--- config.mk ---
export PLATFORM = sky130hd
export DESIGN_NAME = pipe_hazard_ctrl
export DESIGN_NICKNAME = d
export VERILOG_FILES = /design/src/rtl/pipe_hazard_ctrl.sv
export SDC_FILE = /design/constraint.sdc
export NUM_CORES = 1
export LEC_CHECK = 0
export CELL_PAD_IN_SITES_DETAIL_PLACEMENT = 2
export CELL_PAD_IN_SITES_GLOBAL_PLACEMENT = 2
export CORE_ASPECT_RATIO = 0.75
export CORE_UTILIZATION = 26
export CTS_CLUSTER_DIAMETER = 80
export DETAILED_ROUTE_END_ITERATION = 12
export PLACE_DENSITY = 0.82
export SLEW_MARGIN = 20
export SYNTH_ARGS = -nofsm -noshare
export SYNTH_HDL_FRONTEND = slang
export SYNTH_SLANG_ARGS = --single-unit
--- constraint.sdc ---
create_clock -name CLK -period 2.4 [get_ports CLK]
set_clock_uncertainty 0.2 [all_clocks]
set_input_delay 0.6 -clock CLK [delete_from_list [all_inputs] [get_ports CLK]]
set_output_delay 0.6 -clock CLK [all_outputs]
set_load 0.03 [all_outputs]
--- src/rtl/pipe_hazard_ctrl.sv ---
// Stall/flush sequencer for a 5-stage pipeline: memory waits, load-use, redirects, halt drain.
// Also keeps saturating stall and flush counters for performance debug.
module pipe_hazard_ctrl #(
    parameter int unsigned REG_W        = 5,
    parameter int unsigned CNT_W        = 32,
    parameter int unsigned DRAIN_CYCLES = 2
) (
    input  logic             CLK,
    input  logic             RST,
    input  logic             ihit,
    input  logic             dhit,
    input  logic [REG_W-1:0] ifid_rs,
    input  logic [REG_W-1:0] ifid_rt,
    input  logic [REG_W-1:0] idex_rt,
    input  logic             idex_dMemREN,
    input  logic             idex_halt,
    input  logic             ex_redirect,
    input  logic             exmem_dMemREN,
    input  logic             exmem_dMemWEN,
    output logic             pc_en,
    output logic             ifid_en,
    output logic             idex_en,
    output logic             exmem_en,
    output logic             memwb_en,
    output logic             ifid_flush,
    output logic             idex_flush,
    output logic             halt,
    output logic [CNT_W-1:0] stall_count,
    output logic [CNT_W-1:0] flush_count
);

    localparam int unsigned DW = (DRAIN_CYCLES < 2) ? 1 : $clog2(DRAIN_CYCLES + 1);

    typedef enum logic [1:0] {StRun, StDrain, StHalted} state_e;

    state_e           r_state;
    state_e           w_state_nxt;
    logic [DW-1:0]    r_drain_cnt;
    logic [DW-1:0]    w_drain_nxt;
    logic             r_halt;
    logic             w_halt_set;
    logic [CNT_W-1:0] r_stall_cnt;
    logic [CNT_W-1:0] r_flush_cnt;

    logic w_dwait;
    logic w_lu;
    logic w_stall;
    logic w_flush_any;

    assign w_dwait = (exmem_dMemREN | exmem_dMemWEN) & ~dhit;
    assign w_lu    = idex_dMemREN & (idex_rt != '0) &
                     ((idex_rt == ifid_rs) | (idex_rt == ifid_rt));

    always_comb begin
        pc_en       = 1'b0;
        ifid_en     = 1'b0;
        idex_en     = 1'b0;
        exmem_en    = 1'b0;
        memwb_en    = 1'b0;
        ifid_flush  = 1'b0;
        idex_flush  = 1'b0;
        w_stall     = 1'b0;
        w_halt_set  = 1'b0;
        w_state_nxt = r_state;
        w_drain_nxt = r_drain_cnt;
        if (RST) begin
            ifid_flush = 1'b1;
            idex_flush = 1'b1;
        end else begin
            unique case (r_state)
                StRun: begin
                    if (w_dwait) begin
                        // Whole pipe frozen; redirect and load-use are re-evaluated later.
                        w_stall = 1'b1;
                    end else if (ex_redirect) begin
                        pc_en      = 1'b1;
                        ifid_en    = 1'b1;
                        idex_en    = 1'b1;
                        exmem_en   = 1'b1;
                        memwb_en   = 1'b1;
                        ifid_flush = 1'b1;
                        idex_flush = 1'b1;
                    end else if (idex_halt) begin
                        idex_en     = 1'b1;
                        exmem_en    = 1'b1;
                        memwb_en    = 1'b1;
                        ifid_flush  = 1'b1;
                        w_state_nxt = StDrain;
                        w_drain_nxt = DW'(DRAIN_CYCLES);
                    end else if (w_lu) begin
                        exmem_en   = 1'b1;
                        memwb_en   = 1'b1;
                        idex_flush = 1'b1;
                        w_stall    = 1'b1;
                    end else if (!ihit) begin
                        idex_en    = 1'b1;
                        exmem_en   = 1'b1;
                        memwb_en   = 1'b1;
                        ifid_flush = 1'b1;
                        w_stall    = 1'b1;
                    end else begin
                        pc_en    = 1'b1;
                        ifid_en  = 1'b1;
                        idex_en  = 1'b1;
                        exmem_en = 1'b1;
                        memwb_en = 1'b1;
                    end
                end
                StDrain: begin
                    ifid_flush = 1'b1;
                    idex_flush = 1'b1;
                    exmem_en   = ~w_dwait;
                    memwb_en   = ~w_dwait;
                    if (!w_dwait) begin
                        if (r_drain_cnt <= DW'(1)) begin
                            w_state_nxt = StHalted;
                            w_halt_set  = 1'b1;
                        end else begin
                            w_drain_nxt = r_drain_cnt - DW'(1);
                        end
                    end
                end
                StHalted: begin
                end
                default: begin
                    w_state_nxt = StRun;
                end
            endcase
        end
    end

    assign w_flush_any = ~RST & (ifid_flush | idex_flush);

    always_ff @(posedge CLK) begin
        if (RST) begin
            r_state     <= StRun;
            r_drain_cnt <= '0;
            r_halt      <= 1'b0;
            r_stall_cnt <= '0;
            r_flush_cnt <= '0;
        end else begin
            r_state     <= w_state_nxt;
            r_drain_cnt <= w_drain_nxt;
            if (w_halt_set) begin
                r_halt <= 1'b1;
            end
            if (w_stall && (r_stall_cnt != '1)) begin
                r_stall_cnt <= r_stall_cnt + CNT_W'(1);
            end
            if (w_flush_any && (r_flush_cnt != '1)) begin
                r_flush_cnt <= r_flush_cnt + CNT_W'(1);
            end
        end
    end

    assign halt        = r_halt & ~RST;
    assign stall_count = r_stall_cnt;
    assign flush_count = r_flush_cnt;

endmodule

# Yosys cells after proc, flatten, opt, wreduce, memory -nomap -nowiden
# Cells that the tools add are included.
# op_classes
add_sub_neg	3
magnitude_cmp	1
n_eq_ne	12
n_mux	51
n_bitwise	12
reduce_logical	7
# op_table
cell	count
32-bit by 1-bit adder with 32-bit output, second input constant	2
32-bit != test, second input constant	2
1-bit 2-to-1 mux	36
2-bit 2-to-1 mux	10
2-bit != test, second input constant	6
6-bit AND reduction	2
5-bit == test	2
1-bit case mux with 2 select lines	3
2-bit case mux with 3 select lines	1
1-bit AND	5
5-bit nonzero test	1
1-bit NOT	4
2-bit case mux with 2 select lines	1
1-bit OR	3
2-bit by 1-bit == test with 1-bit output, second input constant	1
2-bit == test, second input constant	1
2-bit by 1-bit less-or-equal comparator with 1-bit output, second input constant	1
1-bit logical AND	2
2-bit logical NOT	1
2-bit nonzero test	1
2-bit by 1-bit subtractor with 2-bit output, second input constant	1
# totals
register_bits	69
inputBits	24
output_inout_bits	72
elab_cells	91

# Logic depth before layout (Yosys ltp)
# depth
ltp_word	12
depth_mapped	9
ltp_nobuf	7

# Least setup slack after synthesis
# OpenSTA, ideal clock, no wires.
# synth_timing
kind	in2out
startpoint	input port idex_rt[1]
endpoint	output port ifid_flush
arrival_time_ns	2.284
required_ns	1.600
setup_slack_ns	-0.684
cell_stages	5
n_path_buf	0
path_cell_list	or4_1 o21ai_1 nor2_1 o21a_1 o21ai_0
# synth_between
elab_chain_cells	9
elab_cells_between_ends	12
classes_between	2 x eq/ne; 6 x mux; 3 x bitwise; 1 x reduce/logical
# synth_lines
element	line	rtl
start: declaration	14	input logic [REG_W-1:0] idex_rt,
5-bit == test or 5-bit nonzero test (tied branches)	52, 51	
1-bit OR or 1-bit AND (tied branches)	52, 51	
1-bit AND *	51	assign w_lu = idex_dMemREN & (idex_rt != '0) &
1-bit 2-to-1 mux *	90	end else if (w_lu) begin
1-bit 2-to-1 mux *	83	end else if (idex_halt) begin
1-bit 2-to-1 mux *	75	end else if (ex_redirect) begin
1-bit 2-to-1 mux *	72	if (w_dwait) begin
1-bit case mux with 2 select lines *	70	unique case (r_state)
1-bit 2-to-1 mux *	66	if (RST) begin
end: declaration	25	output logic ifid_flush,
# Every way passes the cells marked *; elsewhere a longest branch is shown, timed or not.

# Worst setup path in the final report
# layout_timing
startpoint	input port ifid_rs[2]
endpoint	output port ifid_en
# layout_between
elab_chain_cells	9
# layout_lines
element	line	rtl
start: declaration	12	input logic [REG_W-1:0] ifid_rs,
5-bit == test	52	((idex_rt == ifid_rs) | (idex_rt == ifid_rt));
1-bit OR	52	
1-bit AND	51	
1-bit 2-to-1 mux	90	
1-bit 2-to-1 mux	83	
1-bit 2-to-1 mux	75	
1-bit 2-to-1 mux	72	
1-bit 2-to-1 mux	70	
1-bit 2-to-1 mux	66	
end: declaration	21	output logic ifid_en,
# No other way between the ends.

==> results.md <==
- Crit path buffers/inverters: 2
- Max incr delay on CP: 260 ps
- Final setup viols: 69
- CP Cell Sequence: clkdlybuf4s15_1, xnor2_1, nand3_2, o22a_2, nor2_4, nor3b_2, o21a_2, buf_6
- Nets: 705
- P&R area growth vs syn: 78.3%
- Flop2flop setup slack: -250 ps
- Final worst path period share: 1.17
- Area occupied by multi-input gates: 3020 um2
- Vias in the first global route: 5,205
- Initial antenna violation count: 0
- Reg-to-Reg End: flush_count[29]$_SDFFE_PP0P_
- Cell taking the most area after synthesis: dfxtp_1
- Setup TNS: -15,730 ps
- DIE WIDTH: 145 um
- Root Driver: clkbuf_16
- Placement Rows: 38
- Slowest cell on the critical path: xnor2_1
- Filler cell count: 1,505
- First-pass GRT wire length: 29,000 um
- Startpoint types: input pin
- Post-DP Area: 5820 um2
- Mapped Avg Cell Area: 8.13 um2
- Iter 0 DRT Violations: 163
- Count of different cell masters after synthesis: 56
- Pin slew with the least headroom to its limit: 475 ps
- Crit path from: ifid_rs[2]
- Clk sinks: 69
- Worst Path Max Fanout: 4
- Final worst slack: -419 ps
- Worst setup EP type: output pin
- Skew-Pair Late Insertion Delay: 350 ps
- Seq/Total Area, Yosys: 0.347
- Synth Area in XOR/XNOR: 0.0220
- Compound-Gate Fraction of Synth Area: 0.181
- Port buffer count: 95
- Overflow after GRT: 0
- Reg-to-Reg Start: flush_count[5]$_SDFFE_PP0P_
- Required time worst endpoint: 1600 ps
- Routed Wire Length: 19,800 um
- TritonCTS buffer count: 9
- Final hold vios: 0
- Final HPWL DP: 11,900 um
- DRT Pass-1 Iters: 4
- Clock Tree Buf Depth: 2
- Die area: 15,800 um2
- H-Tree Depth: 3
- Power Dens Cells: 441 nW/um2
- Drc violations: 0
- #FFs+latches synth: 69
- Hold_ws: 310 ps
- Worst path depth: 8
- Slew margin rel.: 0.684
- DRT antenna net count: 0
- Crit path max-delay family: compound AO/OA/AOI/OAI gates
- Ys async rst share: 0
- Max VDD drop: 346 uV
- Area share of the largest cell type after synthesis: 0.347
- Non-filler instance count after layout: 883
- IO Count: 96
- CTS tree: done
- Mapped Area: 3980 um2
- Vias: 4,791
- Adder-cell share of the synthesized area: 0.00944
- N_diodes: 0
- Post-route minimum period: 2820 ps
- Mux share of post-synthesis cell area: 0.0507
- Total Routing Usage GR: 0.245
- Starting density of the core: 0.271
- Top FF cell, synth: dfxtp_1
- Max_cap viols: 0
- RSZ-0062 raised after global routing: yes
- Routed WL per cell: 22.4 um
- FMAX: 355 MHz
- Worst Hold Class: flop to flop
- Syn nets: 516
- Leakage: 2.62 nW
- Worst EP arrival: 2020 ps
- Syn. warnings: 0
- Simple-gate share of the synthesized area: 0.341
- Critical Path Sink: ifid_en
- Core area: 14,700 um2
- Cells after synthesis: 489
- Largest net degree at the start of global routing: 36
- CTS hold repair buffers: 0
- Placed Instances: 834
- Final instance area: 7090 um2
- EDFF count, synth: 0
- Share of layout cells above drive strength 1: 0.387
- List of most frequent post-synthesis cells: dfxtp_1 (69), a21oi_1 (44), nor2_1 (31)
- Top-count cell post-synth: dfxtp_1
- Final Max Tran Viols: 0
- Clk slew on worst S/H paths: 60 ps
- Hold Path Stages: 2
- Die Y: 109 um
- Failing checks: setup timing
- Critical path class: input pin to output pin
- Status: finished, violations left
- Via-per-instance ratio: 5.43
- Sequential cell area: 1400 um2
- GP Congestion: 0.772
- Largest family of logic cells by synthesized area: simple AND/OR/NAND/NOR gates
- R2R cell count: 7
- Synth area leaders: dfxtp_1 (35%), a21oi_1 (5.5%), mux2_2 (4.8%)
## worst register-to-register path: stages, from the launching register on
cell,delay [ps]
dfxtp_1,380
and4_1,260
nand4_1,230
a311oi_2,370
o211ai_1,260
buf_4,210
or4_4,490
a21oi_2,170
## layout by cell type (no fill, tap or decap), types with 7 or more instances in the layout
| cell | instances |
|---|---|
| or3_1 | 16 |
| a21oi_1 | 33 |
| nand4_1 | 17 |
| and2_1 | 7 |
| buf_4 | 81 |
| nor2b_1 | 17 |
| or4_1 | 15 |
| nand2_1 | 25 |
| o21ai_0 | 10 |
| o31ai_1 | 18 |
| dfxtp_1 | 61 |
| nor2_1 | 28 |
| buf_6 | 31 |
| nor4_4 | 8 |
| or4_4 | 7 |
| nand3_1 | 24 |
| inv_1 | 11 |
| a21oi_2 | 10 |
| o21ai_1 | 7 |
| mux2_2 | 8 |
| and3_1 | 11 |
| clkbuf_16 | 9 |
| mux2_4 | 9 |
| clkdlybuf4s50_1 | 62 |
## layout make-up
cell class	count	share of cell area
multi-input cells	376	0.426
repair buffers	211	0.293
flip-flops and latches	69	0.197
well taps	200	0.0353
clock buffers	10	0.0337
clock inverters	6	0.00865
inverters	11	0.00583
## timing repair
item | CTS | global route
endpoints found under the hold margin | 0 | 0
setup buffers | 19 | 13
gates cloned | 5 | 1
pin swaps | 65 | 33
resized for setup | 159 | 60
endpoints found under the setup margin | 71 | 74
## metrics by stage
step	util	setup slack (ps)	total power, mW
after floorplan	-	-387	1.38
final	0.482	-419	3.13
after detailed placement	0.396	-901	1.57
after global placement	0.396	-821	1.55
after CTS	0.465	-431	3.11
after global routing	0.482	-487	3.22
## power breakdown
| part | total, mW | switching [mW] | leakage, nW | internal, mW |
|---|---|---|---|---|
| clock network | 1.38 | 0.547 | 0.145 | 0.830 |
| logic | 0.582 | 0.286 | 1.92 | 0.297 |
| registers | 1.17 | 0.0125 | 0.561 | 1.16 |
## worst min-delay path by stage
stage	start	endpoint
after floorplan	r_state[1]$_SDFFE_PP0P_	r_state[0]$_SDFFE_PP0P_
after global placement	flush_count[23]$_SDFFE_PP0P_	flush_count[23]$_SDFFE_PP0P_
after detailed placement	flush_count[10]$_SDFFE_PP0P_	flush_count[10]$_SDFFE_PP0P_
after CTS	flush_count[10]$_SDFFE_PP0P_	flush_count[10]$_SDFFE_PP0P_
after global routing	flush_count[10]$_SDFFE_PP0P_	flush_count[10]$_SDFFE_PP0P_
final	flush_count[10]$_SDFFE_PP0P_	flush_count[10]$_SDFFE_PP0P_
## layer usage
layer,vias to the layer above,track usage,share of wire
met5,-,0,0
met4,0,0.0722,0.023
met3,29,0.0404,0.033
met2,103,0.455,0.53
met1,2430,0.287,0.42
li1,2229,-,-
## kinds of logic (layout without fill, tap and decap cells)
| family | after synthesis | count (layout) |
|---|---|---|
| xor gates and xnor gates | 10 | 10 |
| adders and majority gates | 3 | 3 |
| and+or+nand+nor | 230 | 230 |
| DFF | 69 | 69 |
| AOI/OAI and AO/OA | 115 | 115 |
| muxes | 18 | 18 |
| buffers and inverters | 44 | 238 |
## sequential cells by signal, indices dropped and copies added (netlist names)
| signal | count |
|---|---|
| flush_count | 32 |
| r_drain_cnt | 2 |
| stall_count | 32 |
| r_state | 2 |
| r_halt | 1 |
No activity file was read; power rests on OpenSTA's default activity.
